**src/rtl/clic_seq_arb_pkg.sv**
```systemverilog
// Shared types and helpers for the sequential CLIC max-level arbiter.
package clic_seq_arb_pkg;

  localparam int unsigned CLIC_ID_W  = 10;
  localparam int unsigned CLIC_LVL_W = 8;

  typedef enum logic [1:0] {
    SCAN    = 2'd0,
    PRESENT = 2'd1,
    KILL    = 2'd2
  } clic_arb_state_e;

  typedef struct packed {
    logic                  valid;
    logic [CLIC_ID_W-1:0]  id;
    logic [CLIC_LVL_W-1:0] level;
    logic                  shv;
  } clic_arb_cand_t;

  function automatic int unsigned ceil_div(input int unsigned a, input int unsigned b);
    return (a + b - 32'd1) / b;
  endfunction

  // Challenger beats incumbent on strictly higher level, or equal level with higher id.
  function automatic logic cand_wins(input clic_arb_cand_t chal, input clic_arb_cand_t inc);
    return chal.valid && (!inc.valid || (chal.level > inc.level) ||
                          ((chal.level == inc.level) && (chal.id > inc.id)));
  endfunction

endpackage

```
**src/rtl/clic_arb_group_max.sv**
```systemverilog
// Combinational max over one scan group plus the running best of the current sweep.
module clic_arb_group_max
  import clic_seq_arb_pkg::*;
#(
  parameter int unsigned GROUP = 4
) (
  input  clic_arb_cand_t [GROUP-1:0] grp_i,
  input  clic_arb_cand_t             best_i,
  output clic_arb_cand_t             best_o
);

  // Entries are visited in ascending id order so ties settle on the highest id.
  always_comb begin
    best_o = best_i;
    for (int unsigned g = 0; g < GROUP; g++) begin
      best_o = cand_wins(grp_i[g], best_o) ? grp_i[g] : best_o;
    end
  end

endmodule

```
**src/rtl/clic_seq_arb.sv**
```systemverilog
// Multi-cycle max-level interrupt arbiter: sweeps GROUP sources per cycle and
// presents the sweep winner to the hart over valid/ready with a kill handshake.
module clic_seq_arb
  import clic_seq_arb_pkg::*;
#(
  parameter  int unsigned N_SOURCE   = 32,
  parameter  int unsigned INTCTLBITS = 8,
  parameter  int unsigned GROUP      = 4,
  localparam int unsigned SRC_W      = $clog2(N_SOURCE)
) (
  input  logic                         clk_i,
  input  logic                         rst_ni,
  input  logic [N_SOURCE-1:0]          ip_i,
  input  logic [N_SOURCE-1:0]          ie_i,
  input  logic [N_SOURCE-1:0]          le_i,
  input  logic [N_SOURCE-1:0]          shv_i,
  input  logic [N_SOURCE-1:0][7:0]     intctl_i,
  input  logic [7:0]                   thresh_i,
  output logic                         irq_valid_o,
  input  logic                         irq_ready_i,
  output logic [SRC_W-1:0]             irq_id_o,
  output logic [7:0]                   irq_level_o,
  output logic                         irq_shv_o,
  output logic                         irq_kill_req_o,
  input  logic                         irq_kill_ack_i,
  output logic [N_SOURCE-1:0]          clear_o
);

  localparam int unsigned NGRP  = ceil_div(N_SOURCE, GROUP);
  localparam int unsigned GRP_W = (NGRP > 1) ? $clog2(NGRP) : 1;
  localparam logic [7:0]  UNIMPL_MASK = 8'((32'd1 << (32'd8 - INTCTLBITS)) - 32'd1);

  clic_arb_state_e             state_q;
  logic [GRP_W-1:0]            grp_q;
  clic_arb_cand_t              best_q;
  logic                        valid_q, kill_q, shv_q;
  logic [SRC_W-1:0]            id_q;
  logic [7:0]                  level_q;
  logic [N_SOURCE-1:0]         clear_q;

  clic_arb_cand_t [GROUP-1:0]  grp_cand_s;
  clic_arb_cand_t              merged_s;
  logic [SRC_W-1:0]            sid_s;
  int unsigned                 base_s;
  logic                        sweep_end_s, accept_s, pres_cand_s, preempt_s;

  assign base_s      = 32'(grp_q) * GROUP;
  assign sweep_end_s = (grp_q == GRP_W'(NGRP - 1));
  assign accept_s    = (state_q != SCAN) && irq_ready_i;
  assign pres_cand_s = ip_i[id_q] && ie_i[id_q] && ((intctl_i[id_q] | UNIMPL_MASK) > thresh_i);
  assign preempt_s   = (merged_s.valid && (merged_s.level > level_q)) || !pres_cand_s;

  // Candidate view of the group under scan; ids past N_SOURCE never qualify.
  always_comb begin
    grp_cand_s = '0;
    sid_s      = '0;
    for (int unsigned g = 0; g < GROUP; g++) begin
      if ((base_s + g) < N_SOURCE) begin
        sid_s               = SRC_W'(base_s + g);
        grp_cand_s[g].valid = ip_i[sid_s] && ie_i[sid_s] &&
                              ((intctl_i[sid_s] | UNIMPL_MASK) > thresh_i);
        grp_cand_s[g].id    = CLIC_ID_W'(sid_s);
        grp_cand_s[g].level = intctl_i[sid_s] | UNIMPL_MASK;
        grp_cand_s[g].shv   = shv_i[sid_s];
      end else begin
        grp_cand_s[g] = '0;
      end
    end
  end

  clic_arb_group_max #(.GROUP(GROUP)) u_group_max (
    .grp_i  (grp_cand_s),
    .best_i (best_q),
    .best_o (merged_s)
  );

  // Sweep counter, running best and the presentation FSM with its output registers.
  always_ff @(posedge clk_i or negedge rst_ni) begin
    if (!rst_ni) begin
      state_q <= SCAN;
      grp_q   <= '0;
      best_q  <= '0;
      valid_q <= 1'b0;
      kill_q  <= 1'b0;
      id_q    <= '0;
      level_q <= 8'd0;
      shv_q   <= 1'b0;
      clear_q <= '0;
    end else begin
      clear_q <= '0;
      if (accept_s || sweep_end_s) begin
        grp_q  <= '0;
        best_q <= '0;
      end else begin
        grp_q  <= grp_q + 1'b1;
        best_q <= merged_s;
      end
      case (state_q)
        SCAN: begin
          if (sweep_end_s && merged_s.valid) begin
            state_q <= PRESENT;
            valid_q <= 1'b1;
            id_q    <= merged_s.id[SRC_W-1:0];
            level_q <= merged_s.level;
            shv_q   <= merged_s.shv;
          end
        end
        PRESENT: begin
          if (irq_ready_i) begin
            state_q       <= SCAN;
            valid_q       <= 1'b0;
            clear_q[id_q] <= le_i[id_q];
          end else if (sweep_end_s && preempt_s) begin
            state_q <= KILL;
            kill_q  <= 1'b1;
          end
        end
        KILL: begin
          if (irq_ready_i) begin
            state_q       <= SCAN;
            valid_q       <= 1'b0;
            kill_q        <= 1'b0;
            clear_q[id_q] <= le_i[id_q];
          end else if (irq_kill_ack_i) begin
            state_q <= SCAN;
            valid_q <= 1'b0;
            kill_q  <= 1'b0;
          end
        end
        default: begin
          state_q <= SCAN;
          valid_q <= 1'b0;
          kill_q  <= 1'b0;
        end
      endcase
    end
  end

  assign irq_valid_o    = valid_q;
  assign irq_kill_req_o = kill_q;
  assign irq_id_o       = id_q;
  assign irq_level_o    = level_q;
  assign irq_shv_o      = shv_q;
  assign clear_o        = clear_q;

endmodule

```
**config.mk**
```make
export PLATFORM = sky130hd
export DESIGN_NAME = clic_seq_arb
export DESIGN_NICKNAME = d
export VERILOG_FILES = /design/src/rtl/clic_seq_arb_pkg.sv /design/src/rtl/clic_arb_group_max.sv /design/src/rtl/clic_seq_arb.sv
export SDC_FILE = /design/constraint.sdc
export NUM_CORES = 1
export LEC_CHECK = 0
export BUFFER_PORTS_ARGS = -buffer_cell sky130_fd_sc_hd__buf_2
export CAP_MARGIN = 10
export CORE_AREA = 2 2 175 177
export CTS_BUF_LIST = sky130_fd_sc_hd__clkbuf_16
export CTS_CLUSTER_DIAMETER = 80
export DETAILED_ROUTE_END_ITERATION = 10
export DIE_AREA = 0 0 177 179
export MAX_ROUTING_LAYER = met4
export PLACE_DENSITY = 0.74
export SLEW_MARGIN = 5
export SYNTH_ARGS = -nofsm -noshare
export SYNTH_HDL_FRONTEND = slang
export SYNTH_SLANG_ARGS = --single-unit
export TNS_END_PERCENT = 1
```
**constraint.sdc**
```tcl
create_clock -name clk_i -period 22.9 [get_ports clk_i]
set_clock_uncertainty 0.1 [all_clocks]
set_input_delay 6.87 -clock clk_i [delete_from_list [all_inputs] [get_ports clk_i]]
set_output_delay 6.87 -clock clk_i [all_outputs]
set_load 0.02 [all_outputs]
```
==> results.ini <==
[clocking]
hold_buffers=0
tritoncts=built
ctsRootBufferMaster=clkbuf_16
clockBufferDepth=2
cts.sinks=73
post-cts-setup-buffer-count=0
cts_buffers=9
path_clk_slew_ns=0.06
cts.htree.levels=3
post_cts_resized=0
clk_latency_ns=0.34

[grt]
overflow=0
grt_busiest_layer=met2
grt_use_met3=0.04347
grt_max_degree=74
grt_pass1_wl_mm=68.86
grtUsageMet2=0.5162
groute.layer.met1.usage=0.3671
grt_pass1_vias=11150
antenna_found_initial=15
grtUsageTotal=0.3037

[power]
p_per_area_nw_per_um2=140.1
ir_drop_v=0.00005836
power_frac_seq=0.123
finalPower_w=0.001874
p_int_w=0.0009223
p_leak_nw=6.297
power_switching_share=0.5078
clkPwrFrac=0.082
p_switching_w=0.0009514
p_comb_frac=0.795

[sta]
period_share=0.8223
hold_violations=0
worst_pin_slew_ns=1.034
holdWs_ns=0.3887
period_needed_ns=18.83
rsz0062_at_grt=no
max_freq_ghz=0.05311
tns_ns=0
finalWorstSetupSlack_ns=4.070
slew_viol_final=0
setup_violations=0
max-slew-margin-rel=0.3108

[setup_path]
required_ns=23.03
start_kind=input pin
worstSetupPathType=in -> reg
crit_fanout=22
r2r_cells=52
r2r_start=grp_q[0]$_DFF_PN0_
critPathArrivalTime_ns=18.96
reg2reg_to=state_q[0]$_DFFE_PN0P_
slowest_delay_ns=0.81
crit_buf_inv=3
r2r_setup_slack_ns=8.54
cp_slowest_cell=o21ai_2
critPathTopFamily=compound AO/OA/AOI/OAI gates
critPathCaptureType=flip-flop

[placed_design]
gp_congestion=1.012
dp_hpwl_mm=39.66
place_ws_ns=3.890
place_inst=1769
port_buffers=443

[synthesis]
synth.area.top_cells=mux4_2 35%, dfrtp_1 17%, ha_1 11%
syn_area_um2=10480
synth.most_common_cell=mux4_2
synth_xor_area_frac=0.0008361
ys_seq_elements=73
synth_commonest_cells=162 x mux4_2, 96 x ha_1, 76 x nor2_1, 73 x dfrtp_1, 73 x inv_1
synth-edff-count=0
synthMuxAreaShare=0.4182
synthArstFlopShare=1.000
ys.flop_type=dfrtp_1
synth_top_cell_area_share=0.3483
syn_avg_cell_area_um2=10.69
synth_compound_area_frac=0.1205
synth_top_family_by_area=multiplexers
synth.distinct_cells=62
ys_warn_count=0
yosysTopAreaCell=mux4_2
synth_fa_ha_area_frac=0.1156
syn_inst=980
ys_seq_area_frac=0.1744
synthesis.nets=1472
yosys.area_share.simple=0.1154

[routing]
drc=0
routedWlPerCell_um=26.11
viasPerCell=5.988
dr_total_vias=10770
ant_nets=0
drtPass1Iterations=5
first_iter_violations=945
wirelength_mm=46.97

[floorplan]
pin_count=444
core-area_um2=30030
fp.dieH_um=179
die_width_um=177
rows=64
floorplan.initialDensity=0.3488
die_area_um2=31680

[outcome]
run_status=complete, no violations

[cells_and_area]
nNetsFinal=1876
area_delta_synth_final_pct=27.70
drive_above_1_share=0.4932
instances_no_fill=1799

[hold_path]
min_from=irq_shv_o$_DFFE_PN0P_
min_to=irq_shv_o$_DFFE_PN0P_
hold_class=reg -> reg
whs_path_depth=2

[run]
drv_cap=0

placed cells by master, fill, tap and decap left out, types with 11 or more instances in the layout:
cell type  netlist  layout
dfrtp_1         73      68
mux4_2         162     162
nand4_1         20      20
a22oi_1         45      45
nand3_1         29      29
a21o_1          14      14
ha_1            96      96
mux2i_1         36      36
inv_1           73      74
diode_2          0      14
and3_1          11      11
nor2b_1         11      11
nand2_1         55      55
buf_4            7      16
mux2_2          33      33
o21ai_0         35      35
buf_2            8     443
nor2_1          76      76
a21oi_1         49      49
registers in the layout, summed over array words and instances, names as in the netlist:
name / flops
irq_shv_o: 1
irq_level_o: 8
clear_o: 32
irq_kill_req_o: 1
irq_id_o: 5
grp_q: 3
irq_valid_o: 1
state_q: 2
best_q: 20
kinds of logic (layout without fill, tap and decap cells):
family                   count (synthesis)  in the layout
adder cells (fa/ha/maj)                 97             97
AO/OA/AOI/OAI                          193            193
flip-flops                              73             73
multiplexers                           231            231
AND/OR/NAND/NOR                        245            245
buffers and inverters                  140            549
other                                    0             14
XOR/XNOR                                 1              1
metal layers:
| metal | vias to the layer above | wire (um) |
|---|---|---|
| li1 | 4707 | - |
| met1 | 5264 | 18530 |
| met2 | 686 | 23130 |
| met3 | 116 | 3527 |
| met4 | 0 | 1785 |
| met5 | - | 0 |
stage by stage:
stage / util / instance area, um^2
global route: 0.4454 / 13370
finish: 0.4455 / 13380
global placement: 0.4339 / 13030
floorplan: - / 10480
CTS: 0.4443 / 13340
detailed placement: 0.4339 / 13030
worst max path at each step:
stage / startpoint / endpoint / slack [ns] / cells after the start
final: intctl_i[99] / state_q[0]$_DFFE_PN0P_ / 4.07 / 51
after global routing: intctl_i[99] / state_q[0]$_DFFE_PN0P_ / 3.18 / 51
after CTS: intctl_i[99] / state_q[0]$_DFFE_PN0P_ / 4.20 / 51
after detailed placement: intctl_i[99] / state_q[0]$_DFFE_PN0P_ / 3.89 / 51
after global placement: intctl_i[99] / state_q[0]$_DFFE_PN0P_ / 4.13 / 52
after floorplan: intctl_i[231] / state_q[0]$_DFFE_PN0P_ / 5.90 / 56
worst min-delay path: stages (launching register included):
cell	delay (ns)
dfrtp_1	0.35
nand2_1	0.05
o21ai_0	0.06
power by group through the flow:
stage          Combinational (W)  Sequential (W)  Clock, W
2_1_floorplan            0.00109        0.000199         0
3_3_place_gp             0.00145        0.000232         0
3_5_place_dp             0.00147        0.000232         0
4_1_cts                  0.00148        0.000230  0.000155
5_1_grt                  0.00165        0.000239  0.000161
6_report                 0.00149        0.000230  0.000153
final cells by class:
type                            count  area, um^2
Clock buffer                        9       225.2
Timing Repair Buffer              459        2337
Multi-Input combinational cell    767        8077
Inverter                           74       277.8
Tap cell                          396       495.5
Antenna cell                       14       35.03
Fill cell                        2919       16650
Clock inverter                      7       86.33
Sequential cell                    73        1843
Note: power is estimated with default switching activity, not from simulation.
